==> config.mk <==
export PLATFORM = sky130hd
export DESIGN_NAME = inst_prefetch_queue_flat
export DESIGN_NICKNAME = d
export VERILOG_FILES = /design/src/rtl/inst_prefetch_queue_if.sv /design/src/rtl/inst_prefetch_queue.sv /design/src/flat_wrapper.sv
export SDC_FILE = /design/constraint.sdc
export NUM_CORES = 1
export LEC_CHECK = 0
export ABC_CLOCK_PERIOD_IN_PS = 3070
export CELL_PAD_IN_SITES_DETAIL_PLACEMENT = 2
export CELL_PAD_IN_SITES_GLOBAL_PLACEMENT = 2
export CORE_MARGIN = 2
export CORE_UTILIZATION = 42
export DETAILED_ROUTE_END_ITERATION = 6
export PLACE_DENSITY_LB_ADDON = 0.1
export SYNTH_ARGS = -nofsm -noshare
export SYNTH_HDL_FRONTEND = slang
export SYNTH_SLANG_ARGS = --single-unit
export TNS_END_PERCENT = 50
==> constraint.sdc <==
create_clock -name clk -period 3.07 [get_ports clk]
set_input_delay 0.4605 -clock clk [delete_from_list [all_inputs] [get_ports clk]]
set_output_delay 0.4605 -clock clk [all_outputs]
set_load 0.02 [all_outputs]
==> src/rtl/inst_prefetch_queue_if.sv <==
// Fetch/decode handshake bundle for the instruction prefetch queue.
// slave is the queue's view; master is the fetch/decode environment's view.
interface inst_prefetch_queue_if #(
  parameter int DEPTH  = 4,
  parameter int DATA_W = 32,
  parameter int ADDR_W = 32
);
  localparam int CNT_W = $clog2(DEPTH) + 1;

  logic              in_valid;
  logic              in_ready;
  logic [ADDR_W-1:0] in_pc;
  logic [DATA_W-1:0] in_inst;
  logic              out_valid;
  logic              out_ready;
  logic [ADDR_W-1:0] out_pc;
  logic [DATA_W-1:0] out_inst;
  logic [CNT_W-1:0]  count;

  modport slave (
    input  in_valid, in_pc, in_inst, out_ready,
    output in_ready, out_valid, out_pc, out_inst, count
  );

  modport master (
    output in_valid, in_pc, in_inst, out_ready,
    input  in_ready, out_valid, out_pc, out_inst, count
  );
endinterface

==> src/rtl/inst_prefetch_queue.sv <==
// Fall-through {pc, inst} FIFO between fetch and decode; push visible one edge later, no bypass.
// in_ready drops only when full (never depends on out_ready); flush empties the queue at the next edge.
module inst_prefetch_queue #(
  parameter int DEPTH  = 4,
  parameter int DATA_W = 32,
  parameter int ADDR_W = 32
) (
  input  logic                  clk,
  input  logic                  rst,
  input  logic                  flush,
  inst_prefetch_queue_if.slave  q
);
  localparam int PTR_W = $clog2(DEPTH);
  localparam int CNT_W = PTR_W + 1;

  typedef struct packed {
    logic [ADDR_W-1:0] pc;
    logic [DATA_W-1:0] inst;
  } entry_t;

  entry_t           mem_q [DEPTH];
  entry_t           mem_d [DEPTH];
  logic [PTR_W-1:0] wr_ptr_q, wr_ptr_d;
  logic [PTR_W-1:0] rd_ptr_q, rd_ptr_d;
  logic [CNT_W-1:0] count_q, count_d;
  logic             push;
  logic             pop;
  logic             in_ready;
  logic             out_valid;
  entry_t           head;

  assign in_ready  = rst && (count_q < CNT_W'(DEPTH));
  assign out_valid = (count_q != '0);
  assign push      = q.in_valid && in_ready;
  assign pop       = out_valid && q.out_ready;
  // Empty queue presents the all-zero nop rather than stale storage.
  assign head      = out_valid ? mem_q[rd_ptr_q] : '0;

  assign q.in_ready  = in_ready;
  assign q.out_valid = out_valid;
  assign q.out_pc    = head.pc;
  assign q.out_inst  = head.inst;
  assign q.count     = count_q;

  always_comb begin
    mem_d    = mem_q;
    wr_ptr_d = wr_ptr_q;
    rd_ptr_d = rd_ptr_q;
    count_d  = count_q;
    if (flush) begin
      wr_ptr_d = '0;
      rd_ptr_d = '0;
      count_d  = '0;
    end else begin
      if (push) begin
        mem_d[wr_ptr_q] = '{pc: q.in_pc, inst: q.in_inst};
        wr_ptr_d        = wr_ptr_q + 1'b1;
      end
      if (pop) begin
        rd_ptr_d = rd_ptr_q + 1'b1;
      end
      case ({push, pop})
        2'b10:   count_d = count_q + 1'b1;
        2'b01:   count_d = count_q - 1'b1;
        default: count_d = count_q;
      endcase
    end
  end

  always_ff @(posedge clk) begin
    if (!rst) begin
      wr_ptr_q <= '0;
      rd_ptr_q <= '0;
      count_q  <= '0;
    end else begin
      wr_ptr_q <= wr_ptr_d;
      rd_ptr_q <= rd_ptr_d;
      count_q  <= count_d;
    end
  end

  // Storage needs no reset: it is only read while count is non-zero.
  always_ff @(posedge clk) begin
    mem_q <= mem_d;
  end
endmodule

==> src/flat_wrapper.sv <==
// flat-port wrapper written by rule: the top's interface ports become plain ports
module inst_prefetch_queue_flat 
#(
  parameter int DEPTH  = 4,
  parameter int DATA_W = 32,
  parameter int ADDR_W = 32
)
  (clk, rst, flush, q_in_valid, q_in_pc, q_in_inst, q_out_ready, q_in_ready, q_out_valid, q_out_pc, q_out_inst, q_count);
  inst_prefetch_queue_if #(.DEPTH(DEPTH), .DATA_W(DATA_W), .ADDR_W(ADDR_W)) q_i ();
  input  logic clk;
  input  logic rst;
  input  logic flush;
  input wire logic [$bits(q_i.in_valid)-1:0] q_in_valid;
  input wire logic [$bits(q_i.in_pc)-1:0] q_in_pc;
  input wire logic [$bits(q_i.in_inst)-1:0] q_in_inst;
  input wire logic [$bits(q_i.out_ready)-1:0] q_out_ready;
  output wire logic [$bits(q_i.in_ready)-1:0] q_in_ready;
  output wire logic [$bits(q_i.out_valid)-1:0] q_out_valid;
  output wire logic [$bits(q_i.out_pc)-1:0] q_out_pc;
  output wire logic [$bits(q_i.out_inst)-1:0] q_out_inst;
  output wire logic [$bits(q_i.count)-1:0] q_count;
  assign q_i.in_valid = q_in_valid;
  assign q_i.in_pc = q_in_pc;
  assign q_i.in_inst = q_in_inst;
  assign q_i.out_ready = q_out_ready;
  assign q_in_ready = q_i.in_ready;
  assign q_out_valid = q_i.out_valid;
  assign q_out_pc = q_i.out_pc;
  assign q_out_inst = q_i.out_inst;
  assign q_count = q_i.count;
  inst_prefetch_queue #(.DEPTH(DEPTH), .DATA_W(DATA_W), .ADDR_W(ADDR_W)) u_core (.clk(clk), .rst(rst), .flush(flush), .q(q_i));
endmodule
==> impl_summary.log, run 1 <==
INFO  metric switchingPower = 0.00157 W
INFO  metric timing.fmax = 339 MHz
INFO  metric status = finished, final reports clean
INFO  metric top_signal_layer_used = met4
INFO  metric max_fo_critical_path = 35
INFO  metric clk_pin_slew = 60 ps
INFO  metric grt_usage = a little under a fifth
INFO  metric hold_class = input pin to flip-flop
INFO  metric pwr_density_cell = slightly above 600 mW/mm²
INFO  metric syn_avg_cell_area = between 20 and 25 µm²
INFO  metric relSlewSlack = approximately 66%
INFO  metric first_pass_grt_wire_length = 35,000 µm
INFO  metric antenna_found_initial = 1
INFO  metric drcViolationCount = 0
INFO  metric gpl.final_weighted_congestion = about 0.70
INFO  metric clkSinkCount = about 260
INFO  metric route.met3.wl = between 800 and 900 µm
INFO  metric floorplan.die.width = about 160 µm
INFO  metric floorplan.io_pins = 138
INFO  metric placementRows = 56
INFO  metric worst_ir_drop_vdd = about 0.52 mV
INFO  metric grt_max_degree = 38
INFO  metric worstSetupStartpointType = flip-flop
INFO  metric post_route_cells_drive_above_1_share = 21.3%
INFO  metric regArea = 0.00784 mm²
INFO  metric leakagePower = roughly 4.1 nW
INFO  metric r2r-start = u_core.q.count[2]
INFO  metric ratio_of_final_minimum_period_to_clock_period = between 90% and 100%
INFO  metric clock_power_share = 44.6%
INFO  metric totalWireLength = 22,600 µm
INFO  metric p_seq_share = between 50 and 60%
INFO  metric r2r_setup_slk = about 930 ps
INFO  metric die-area = about 0.025 mm²
INFO  metric cts_inserted_buffers = 29
INFO  metric final.setup.tns = 0 ps
INFO  metric clkLatencyLatePin = between 500 and 600 ps
INFO  metric fillerInstances = between 2k and 2.5k
INFO  metric tritoncts = built
INFO  metric internal_power = about 0.0063 W
INFO  metric setup-violations-final = 0
INFO  metric share_comb_of_total_power = 4.9%
INFO  metric worst_setup_path_end_kind = primary output
INFO  metric synth-seq-cells = approximately 260
INFO  metric detail_route.vias_per_cell = between 5 and 6
INFO  metric cts_root_buffer = sky130_fd_sc_hd__clkbuf_16
INFO  metric yosysUniqueCellTypes = 22
INFO  metric max_cap_viol_count = 0
INFO  metric worst_pin_slew = about 500 ps
INFO  metric grt-ovfl-total = 0
INFO  metric synthesis.yosys.warnings = 0
INFO  metric worstSetupStartpoint = u_core.q.count[2]
INFO  metric grt_setup_unrepaired = no
INFO  metric timing.setup.critical_path_class = flip-flop to primary output
INFO  metric num-nets-final = about 700
INFO  metric layout.cells.most_common = sky130_fd_sc_hd__edfxtp_1
INFO  metric detail_route.wl_per_cell = ~23 µm
INFO  metric initial_core_util = between 40% and 50%
INFO  metric hp-start = q_in_pc[24]
INFO  metric antenna_violating_nets_post_route = 0
INFO  metric power.switching_fraction = 19.9%
INFO  metric cp_data_required_time = 2610 ps
INFO  metric area_growth = 29.3%
INFO  metric wire_length_on_met2 = about 12,000 µm
INFO  metric timing.clock.skew = between 20 and 30 ps
INFO  metric cts_htree_levels = 1
INFO  metric detailroute.via_count = between 4k and 5k
INFO  metric synth_nets = between 500 and 600
INFO  metric multiInputGateArea = between 0.002 and 0.0025 mm²
INFO  metric syn_inst = around 450
INFO  metric dp.cells = 907
INFO  metric port-buffer-count = 137
INFO  metric first_pass_iters = 4
INFO  metric slew_violations = 0
INFO  metric finalNonFillerCells = between 900 and 1k
INFO  metric report.final.hold_viol_count = 0
INFO  metric fp.coreArea = between 0.02 and 0.025 mm²
INFO  metric detail_route.iter0.violations = 267
INFO  metric place_hpwl = 14,600 µm
INFO  metric first_global_vias = between 5k and 6k
INFO  metric most-common-layout-cells = sky130_fd_sc_hd__edfxtp_1 (256), sky130_fd_sc_hd__clkdlybuf4s50_1 (136), sky130_fd_sc_hd__mux4_2 (64), sky130_fd_sc_hd__and2_1 (64), sky130_fd_sc_hd__clkbuf_16 (29)
INFO  metric yosysSeqAreaShare = approximately 78%
INFO  metric crit_arrival = approximately 2500 ps
INFO  metric worstRegToRegCells = 8
INFO  metric ctsLongestPathBuffers = 3
INFO  metric period_needed = slightly below 3000 ps
INFO  metric post_route_met1_wirelength = approximately 9500 µm
INFO  metric fin_hold_ws = about 550 ps
INFO  metric whs_path_depth = 1
INFO  metric die_y = 159 µm
INFO  metric mappedNetlistArea = 0.0101 mm²
==> power by group through the flow <==
stage	Clock, W	Combinational, W	Sequential [W]
after detailed placement	0	0.000390	0.00407
final	0.00352	0.000387	0.00399
after CTS	0.00361	0.000397	0.00399
after global routing	0.00372	0.000416	0.00399
after floorplan	0	0.000151	0.00407
after global placement	0	0.000375	0.00406
==> routing by layer <==
layer	GRT usage (%)	vias up
met5	0	-
met4	4.38	0
met3	3.66	32
met2	32.5	117
met1	23.2	2652
li1	-	2170
==> critical path: stages (launching register included) <==
cell and delay (ps):
sky130_fd_sc_hd__dfxtp_1 400, sky130_fd_sc_hd__or3_2 520, sky130_fd_sc_hd__buf_4 250, sky130_fd_sc_hd__and2_1 210, sky130_fd_sc_hd__clkdlybuf4s50_1 540
==> layout make-up <==
| class | count | area share, % |
|---|---|---|
| Sequential cell | 263 | 60.1 |
| Multi-Input combinational cell | 163 | 16.2 |
| Timing Repair Buffer | 158 | 12.8 |
| Clock buffer | 32 | 5.66 |
| Tap cell | 319 | 3.06 |
| Clock inverter | 22 | 1.89 |
| Inverter | 6 | 0.173 |
| Antenna cell | 1 | 0.0192 |
==> cell usage after synthesis, drive strengths merged <==
master | instances | area share (%)
o31ai | 1 | 0.075
xnor2 | 1 | 0.087
nor2 | 8 | 0.30
fa | 1 | 0.20
xor2 | 4 | 0.35
and2 | 68 | 4.2
clkbuf | 8 | 0.30
nor2b | 2 | 0.12
dfxtp | 7 | 1.4
edfxtp | 256 | 76
ha | 5 | 0.62
o21ai | 1 | 0.050
buf | 13 | 0.96
mux2i | 1 | 0.099
o311ai | 1 | 0.087
or3 | 2 | 0.12
nand2b | 1 | 0.062
mux4 | 64 | 14
nand3b | 1 | 0.075
inv | 6 | 0.22
a21oi | 2 | 0.099
==> path summary, 6_finish.rpt <==
| check | to |
|---|---|
| setup / recovery | q_out_inst[29] |
| hold / removal | u_core.mem_q[56] |
| setup reg to reg | u_core.q.count[2] |
| hold reg to reg | u_core.wr_ptr_q[1] |
==> registers in the layout (all words and copies together) (netlist names) <==
name and count:
u_core.wr_ptr_q 2, u_core.mem_q 256, u_core.rd_ptr_q 2, u_core.q.count 3
==> cell families after synthesis <==
| family | Yosys count | synth area share (%) |
|---|---|---|
| flops | 263 | 77.7 |
| buf+inv | 27 | 1.48 |
| mux | 65 | 14.4 |
| xor+xnor | 5 | 0.434 |
| fa+ha+maj | 6 | 0.819 |
| simple gates | 82 | 4.90 |
| compound gates | 5 | 0.310 |
==> per-stage QoR <==
step	util (%)	area, µm²	setup slack, ps	total power [W]
after floorplan	-	10100	338	0.00422
after global placement	51.0	12000	569	0.00444
after detailed placement	51.0	12000	534	0.00446
after CTS	55.3	13000	55.8	0.00799
after global routing	55.3	13000	1.32	0.00813
final	55.3	13000	117	0.00790
==> timing repair <==
item	4_1_cts	5_1_grt
hold buffers	0	0
gates resized for setup	3	1
endpoints found under the setup margin	21	1
setup buffers	2	0
endpoints found under the hold margin	0	0
Note: power is estimated with default switching activity, not from simulation.
==> run 2: changes to the inputs <==
Settings changed: GPL_TIMING_DRIVEN set to 1.
==> results of run 2 <==
No change in the layout: final DEF, timing and power equal those of run 1.
